==> src/rtl/exposure_pkg.sv <==
// ---------------------------------------------------------------------------
// exposure_pkg
//   State encodings for the camera main FSM and the readout sub-FSM.
//   The readout encodings match the Timer_Counter that reports its state
//   on i_RD_FSM. Only s_END matters here, but the full table is kept so
//   both sides of the handshake share one definition.
// ---------------------------------------------------------------------------
package exposure_pkg;

   // Main FSM, driven out on o_Main_FSM (2'b11 is never produced)
   localparam logic [1:0] s_IDLE     = 2'b00;
   localparam logic [1:0] s_EXPOSURE = 2'b01;
   localparam logic [1:0] s_READOUT  = 2'b10;

   // Readout sub-FSM, as reported by Timer_Counter
   localparam logic [2:0] s_INIT = 3'b000;
   localparam logic [2:0] s_RD_1 = 3'b001;
   localparam logic [2:0] s_RD_2 = 3'b010;
   localparam logic [2:0] s_RD_3 = 3'b011;
   localparam logic [2:0] s_RD_4 = 3'b100;
   localparam logic [2:0] s_RD_5 = 3'b101;
   localparam logic [2:0] s_END  = 3'b110;

endpackage

==> src/rtl/exp_time_register.sv <==
// ---------------------------------------------------------------------------
// exp_time_register
//   Saturating up/down register that holds the user exposure time.
//   Ports:
//     clk    in   system clock
//     srst   in   synchronous active-high reset (loads DEFAULT_VAL)
//     hold   in   freeze the value regardless of inc/dec
//     inc    in   +1 per cycle, saturating at MAX_VAL
//     dec    in   -1 per cycle, saturating at MIN_VAL
//     value  out  current setting (registered)
//   inc and dec both high leaves the value unchanged.
// ---------------------------------------------------------------------------
module exp_time_register #(
   parameter int W           = 5,
   parameter int MIN_VAL     = 2,
   parameter int MAX_VAL     = 30,
   parameter int DEFAULT_VAL = 2
) (
   input  logic         clk,
   input  logic         srst,
   input  logic         hold,
   input  logic         inc,
   input  logic         dec,
   output logic [W-1:0] value
);

   localparam logic [W-1:0] MIN_V = W'(MIN_VAL);
   localparam logic [W-1:0] MAX_V = W'(MAX_VAL);
   localparam logic [W-1:0] DEF_V = W'(DEFAULT_VAL);

   logic [W-1:0] value_reg;
   logic [W-1:0] value_next;

   always_comb begin
      value_next = value_reg;
      if (!hold) begin
         if (inc && !dec) begin
            if (value_reg < MAX_V) value_next = value_reg + 1'b1;
         end else if (dec && !inc) begin
            if (value_reg > MIN_V) value_next = value_reg - 1'b1;
         end
      end
   end

   always_ff @(posedge clk) begin
      if (srst) value_reg <= DEF_V;
      else      value_reg <= value_next;
   end

   assign value = value_reg;

endmodule

==> src/rtl/exposure_controller.sv <==
// ---------------------------------------------------------------------------
// exposure_controller
//   Camera main FSM: IDLE -> EXPOSURE -> READOUT -> IDLE.
//   Ports:
//     i_Clock         in   system clock
//     i_Reset         in   synchronous active-high reset
//     i_Init          in   start one exposure+readout frame (sampled in IDLE)
//     i_Exp_increase  in   +1 exposure time per cycle (IDLE only)
//     i_Exp_decrease  in   -1 exposure time per cycle (IDLE only)
//     i_RD_FSM        in   readout sub-FSM state from Timer_Counter
//     o_Main_FSM      out  main FSM state
//     o_Erase         out  high in IDLE
//     o_Expose        out  high in EXPOSURE
//     o_Exp_time      out  current exposure setting
//     o_Done          out  1-cycle pulse on READOUT->IDLE
//     o_Error         out  1-cycle readout watchdog pulse
//   Build option: define RD_TIMEOUT_EN to enable the readout watchdog
//   (RD_TIMEOUT cycles). Without it READOUT waits for s_END forever and
//   o_Error stays 0.
//   All outputs are registered; flags are computed from the next state.
// ---------------------------------------------------------------------------
module exposure_controller
   import exposure_pkg::*;
#(
   parameter int EXP_W       = 5,
   parameter int EXP_MIN     = 2,
   parameter int EXP_MAX     = 30,
   parameter int EXP_DEFAULT = 2
`ifdef RD_TIMEOUT_EN
   ,
   parameter int RD_TIMEOUT  = 64
`endif
) (
   input  logic             i_Clock,
   input  logic             i_Reset,
   input  logic             i_Init,
   input  logic             i_Exp_increase,
   input  logic             i_Exp_decrease,
   input  logic [2:0]       i_RD_FSM,
   output logic [1:0]       o_Main_FSM,
   output logic             o_Erase,
   output logic             o_Expose,
   output logic [EXP_W-1:0] o_Exp_time,
   output logic             o_Done,
   output logic             o_Error
);

   logic [1:0]       state_reg, state_next;
   logic [EXP_W-1:0] cnt_reg, cnt_next;
   logic             armed_reg, armed_next;
   logic             erase_reg, expose_reg;
   logic             done_reg, done_next;
   logic             error_reg, error_next;
   logic [EXP_W-1:0] exp_time;
   logic             exp_hold;

`ifdef RD_TIMEOUT_EN
   localparam int             WD_W    = $clog2(RD_TIMEOUT + 1);
   localparam logic [WD_W-1:0] WD_LAST = WD_W'(RD_TIMEOUT - 1);
   logic [WD_W-1:0] wd_reg, wd_next;
`endif

   // Exposure time may only change while idle and not launching a frame,
   // so the value copied into the down-counter is the one the user sees.
   assign exp_hold = (state_reg != s_IDLE) || i_Init;

   exp_time_register #(
      .W           (EXP_W),
      .MIN_VAL     (EXP_MIN),
      .MAX_VAL     (EXP_MAX),
      .DEFAULT_VAL (EXP_DEFAULT)
   ) u_exp_time (
      .clk   (i_Clock),
      .srst  (i_Reset),
      .hold  (exp_hold),
      .inc   (i_Exp_increase),
      .dec   (i_Exp_decrease),
      .value (exp_time)
   );

   always_comb begin
      state_next = state_reg;
      cnt_next   = cnt_reg;
      armed_next = armed_reg;
      done_next  = 1'b0;
      error_next = 1'b0;
`ifdef RD_TIMEOUT_EN
      wd_next    = '0;
`endif
      case (state_reg)
         s_IDLE: begin
            if (i_Init) begin
               state_next = s_EXPOSURE;
               cnt_next   = exp_time;
            end
         end
         s_EXPOSURE: begin
            // Counter holds remaining cycles including the current one
            cnt_next = cnt_reg - 1'b1;
            if (cnt_reg == EXP_W'(1)) state_next = s_READOUT;
         end
         s_READOUT: begin
            // A leftover s_END from the previous frame must not end this one:
            // readout only completes after the sub-FSM has left s_END once.
            if (armed_reg && (i_RD_FSM == s_END)) begin
               state_next = s_IDLE;
               done_next  = 1'b1;
               armed_next = 1'b0;
            end
`ifdef RD_TIMEOUT_EN
            else if (wd_reg == WD_LAST) begin
               state_next = s_IDLE;
               error_next = 1'b1;
               armed_next = 1'b0;
            end
`endif
            else begin
               if (i_RD_FSM != s_END) armed_next = 1'b1;
`ifdef RD_TIMEOUT_EN
               wd_next = wd_reg + 1'b1;
`endif
            end
         end
         default: state_next = s_IDLE;
      endcase
   end

   always_ff @(posedge i_Clock) begin
      if (i_Reset) begin
         state_reg  <= s_IDLE;
         cnt_reg    <= '0;
         armed_reg  <= 1'b0;
         erase_reg  <= 1'b1;
         expose_reg <= 1'b0;
         done_reg   <= 1'b0;
         error_reg  <= 1'b0;
`ifdef RD_TIMEOUT_EN
         wd_reg     <= '0;
`endif
      end else begin
         state_reg  <= state_next;
         cnt_reg    <= cnt_next;
         armed_reg  <= armed_next;
         erase_reg  <= (state_next == s_IDLE);
         expose_reg <= (state_next == s_EXPOSURE);
         done_reg   <= done_next;
         error_reg  <= error_next;
`ifdef RD_TIMEOUT_EN
         wd_reg     <= wd_next;
`endif
      end
   end

   assign o_Main_FSM = state_reg;
   assign o_Erase    = erase_reg;
   assign o_Expose   = expose_reg;
   assign o_Exp_time = exp_time;
   assign o_Done     = done_reg;
   assign o_Error    = error_reg;

endmodule
==> config.mk <==
export PLATFORM = sky130hd
export DESIGN_NAME = exposure_controller
export DESIGN_NICKNAME = d
export VERILOG_FILES = /design/src/rtl/exposure_pkg.sv /design/src/rtl/exp_time_register.sv /design/src/rtl/exposure_controller.sv
export SDC_FILE = /design/constraint.sdc
export NUM_CORES = 1
export LEC_CHECK = 0
export BUFFER_PORTS_ARGS = -buffer_cell sky130_fd_sc_hd__clkbuf_2
export CORE_AREA = 2 2 54 46
export DETAILED_ROUTE_END_ITERATION = 8
export DIE_AREA = 0 0 56 48
export GPL_TIMING_DRIVEN = 0
export PLACE_DENSITY = 0.67
export SETUP_SLACK_MARGIN = 0.2
export SLEW_MARGIN = 20
export SYNTH_ARGS = -nofsm -noshare
export SYNTH_HDL_FRONTEND = slang
export SYNTH_SLANG_ARGS = --single-unit
==> constraint.sdc <==
create_clock -name i_Clock -period 1.8 [get_ports i_Clock]
set_input_delay 0.09 -clock i_Clock [delete_from_list [all_inputs] [get_ports i_Clock]]
set_output_delay 0.09 -clock i_Clock [all_outputs]
set_load 0.02 [all_outputs]
==> summary.md <==
| Metric | Value |
|---|---|
| Status | completed |
| Worst r2r src | o_Main_FSM[0]$_SDFF_PP0_ |
| Final setup fails | 0 |
| Sequential power share | 42.9% |
| Mux cell area share after synthesis | 0% |
| Layout cells sized above 1 | 34.8% |
| Metal2 WL | 997 µm |
| RSZ-0062 raised after global routing | true |
| Clock transition at path regs | 90 ps |
| Sequential fraction of the synthesis area | 35.6% |
| Slew margin rel. | 64.8% |
| Simple-gate share of the synthesized area | 25.0% |
| Hold path startpoint | i_RD_FSM[2] |
| Max cap viols | 0 |
| # rows | 15 |
| WP data arrival | 1890 ps |
| Hold WC Path Type | input pin to register |
| Clock Latency Late Sink | 280 ps |
| Crit Path Category | register to register |
| Layout Cells excl Fill | 163 |
| Leak Pwr | 0.507 nW |
| Register bit count reported by yosys | 16 |
| Ports | 19 |
| Count of different cell masters after synthesis | 36 |
| Setup TNS | 0 ps |
| All-layer global routing usage | 16.8% |
| Asr flop ratio synth | 0% |
| H-tree Lvls | 1 |
| GR Overflow Total | 0 |
| First-pass GRT wire length | 3.39 mm |
| Placement-stage cell area | 1040 µm² |
| PnR worst setup slack | 133 ps |
| Syn_nets | 125 |
| Drt pass-1 iters | 4 |
| Iteration-0 DRC Markers | 14 |
| WL met3 | 136 µm |
| VDD IR max | 0.000583 V |
| Met1 wire length | 949 µm |
| TritonCTS clock tree | done |
| Vias in the first global route | 802 |
| Total power | 0.963 mW |
| Fmax | 600 MHz |
| Most used DFF post-synth | dfxtp_1 |
| Post-Synth Adder-Cell Area | 10.6% |
| Largest family of logic cells by synthesized area | simple AND/OR/NAND/NOR gates |
| Die Span Y | 48 µm |
| Period Utilization, post-route | 92.6% |
| Cell Area, Synth | 901 µm² |
| Worst flop-to-flop path endpoint | u_exp_time.value[4]$_SDFFE_PP0P_ |
| Fillcell total | 202 |
| CTS Sinks | 16 |
| Syn Inst Count | 110 |
| Combinational power share | 32.6% |
| Post-synthesis average cell area | 8.19 µm² |
| Clock share of power | 24.5% |
| Max-slew violations | 0 |
| Final Hold Fails | 0 |
| Highest routed layer | met4 |
| Hold depth | 3 |
| Die X | 56 µm |
| DRT Wirelength | 2.11 mm |
| Actual slew at the worst max-slew pin | 523 ps |
| Largest net degree at the start of global routing | 11 |
| Sw frac | 32.3% |
| Post-route DRC | 0 |
| Longest Clk Path Bufs | 2 |
| Period minus WS final | 1670 ps |
| Worst Clk Skew | 2.33 ps |
| CTS buffer count | 3 |
| Compound-cell area share of the yosys netlist | 17.4% |
| # diodes | 0 |
| Core ar. | 2100 µm² |
| Initial antenna violation count | 0 |
| Fin nets | 154 |
| Pre-CTS setup slack | -23.7 ps |
| CP Max Fanout | 5 |
| DP Wirelength | 1.48 mm |
| CP Capture Type | register |
| EDFF count, synth | 0 |
| GP Congestion | 0.888 |
| Sequential cell area | 337 µm² |
| Xor-xnor portion of the synthesized cell area | 4.86% |
| Hold Path Sink | armed_reg$_SDFFE_PP0P_ |
| Reg2reg setup slack | 130 ps |
| Switching power | 0.311 mW |
| Area Growth Syn to Fin | 29.9% |
| Setup crit start kind | register |
| Dpl cells | 151 |
| WP data required | 2030 ps |
| Area taken by multi-input logic gates | 569 µm² |
| Antenna viol nets, final | 0 |
| PD cells | 823 nW/µm² |
| Internal power | 0.651 mW |
| Mean routed wirelength per cell | 12.9 µm |
| Worst Reg-to-Reg Cells | 6 |
| Port Buffers | 16 |
| Starting Density | 42.9% |
| Vias per Instance | 5.31 |
| Finished Cell Area | 1170 µm² |
| CTS Hold Bufs | 0 |
| DIE AREA | 2690 µm² |
| Vias | 865 |
| Ys Warns | 0 |
| CTS root buf | clkbuf_4 |
-- synth_stat cells, drive strengths merged, types with 2 or more instances --
cell type,n,area [µm²]
nor2,14,52.6
nor4,2,12.5
a211oi,3,22.5
xnor2,4,35.0
a21o,2,15.0
nand3,2,10.0
o21ai,5,25.0
or3,2,12.5
clkbuf,2,7.51
inv,7,26.3
ha,6,75.1
nor3b,2,15.0
a21oi,10,53.8
nand2,10,40.0
nor3,3,15.0
dfxtp,16,320
nand2b,3,18.8
buf,3,22.5
-- metal layers --
layer | track usage [%] | up-vias
li1 | - | 434
met1 | 18.8 | 400
met2 | 30.6 | 27
met3 | 6.22 | 4
met4 | 6.19 | 0
met5 | 0 | -
-- metrics by stage --
step | hold slack (ps) | utilization, %
CTS | 147 | 54.3
detailed placement | 460 | 49.4
global route | 140 | 55.7
floorplan | 316 | -
finish | 152 | 55.7
global placement | 442 | 49.4
-- how the worst max path moves through the flow --
stage                                           startpoint                                to  slack, ps  cells past startpoint
final                             o_Main_FSM[0]$_SDFF_PP0_  u_exp_time.value[4]$_SDFFE_PP0P_        130                      6
after global routing              o_Main_FSM[0]$_SDFF_PP0_  u_exp_time.value[4]$_SDFFE_PP0P_         60                      6
after CTS                 u_exp_time.value[1]$_SDFFE_PP1P_  u_exp_time.value[4]$_SDFFE_PP0P_        100                      7
after detailed placement                    i_Exp_decrease  u_exp_time.value[4]$_SDFFE_PP0P_        -20                     10
after global placement                      i_Exp_decrease  u_exp_time.value[4]$_SDFFE_PP0P_         70                     10
after floorplan                   o_Main_FSM[0]$_SDFF_PP0_  u_exp_time.value[4]$_SDFFE_PP0P_        100                      6
-- cell families after synthesis --
logic type | after synthesis
AO/OA/AOI/OAI | 25
XOR/XNOR | 5
adder cells (fa/ha/maj) | 7
buffers and inverters | 12
flip-flops | 16
other | 1
AND/OR/NAND/NOR | 44
-- power groups by stage --
stage                     Clock, mW  Combinational [mW]  Sequential, mW
after floorplan                   0               0.183           0.438
after global placement            0               0.253           0.426
after detailed placement          0               0.262           0.427
after CTS                     0.241               0.296           0.412
after global routing          0.260               0.346           0.418
final                         0.236               0.314           0.413
-- worst max-delay path, stage by stage (launching register included) --
cell,delay [ps]
dfxtp_4,350
buf_6,110
or4_4,420
a21oi_4,170
nand2_4,80
or3_1,370
a21oi_2,110
-- final cells by class --
| cell class | instances | share of cell area (%) |
|---|---|---|
| Buffer | 5 | 2.57 |
| Clock buffer | 4 | 3.10 |
| Inverter | 7 | 2.25 |
| Multi-Input combinational cell | 82 | 48.7 |
| Sequential cell | 16 | 28.8 |
| Tap cell | 25 | 2.67 |
| Timing Repair Buffer | 24 | 12.0 |
-- timing repair --
| action | 4_1_cts | 5_1_grt |
|---|---|---|
| endpoints found under the setup margin | 2 | 4 |
| resized for setup | 4 | 5 |
| buffers inserted | 7 | 1 |
| pin swaps | 7 | 3 |
| gates cloned | 0 | 0 |
-- placed cells by master, fill, tap and decap left out, drive strengths merged, types with 2 or more instances in the layout --
cell / Yosys / layout
nand2b: 3 / 3
o21ai: 5 / 5
a211oi: 3 / 3
nand3: 2 / 2
dfxtp: 16 / 16
or3: 2 / 2
buf: 3 / 11
a21oi: 10 / 10
ha: 6 / 6
nor2: 14 / 14
nor3: 3 / 3
nand2: 10 / 10
nor4: 2 / 2
nor3b: 2 / 2
a21o: 2 / 2
xnor2: 4 / 4
clkbuf: 2 / 22
inv: 7 / 7
No activity file was read; power rests on OpenSTA's default activity.
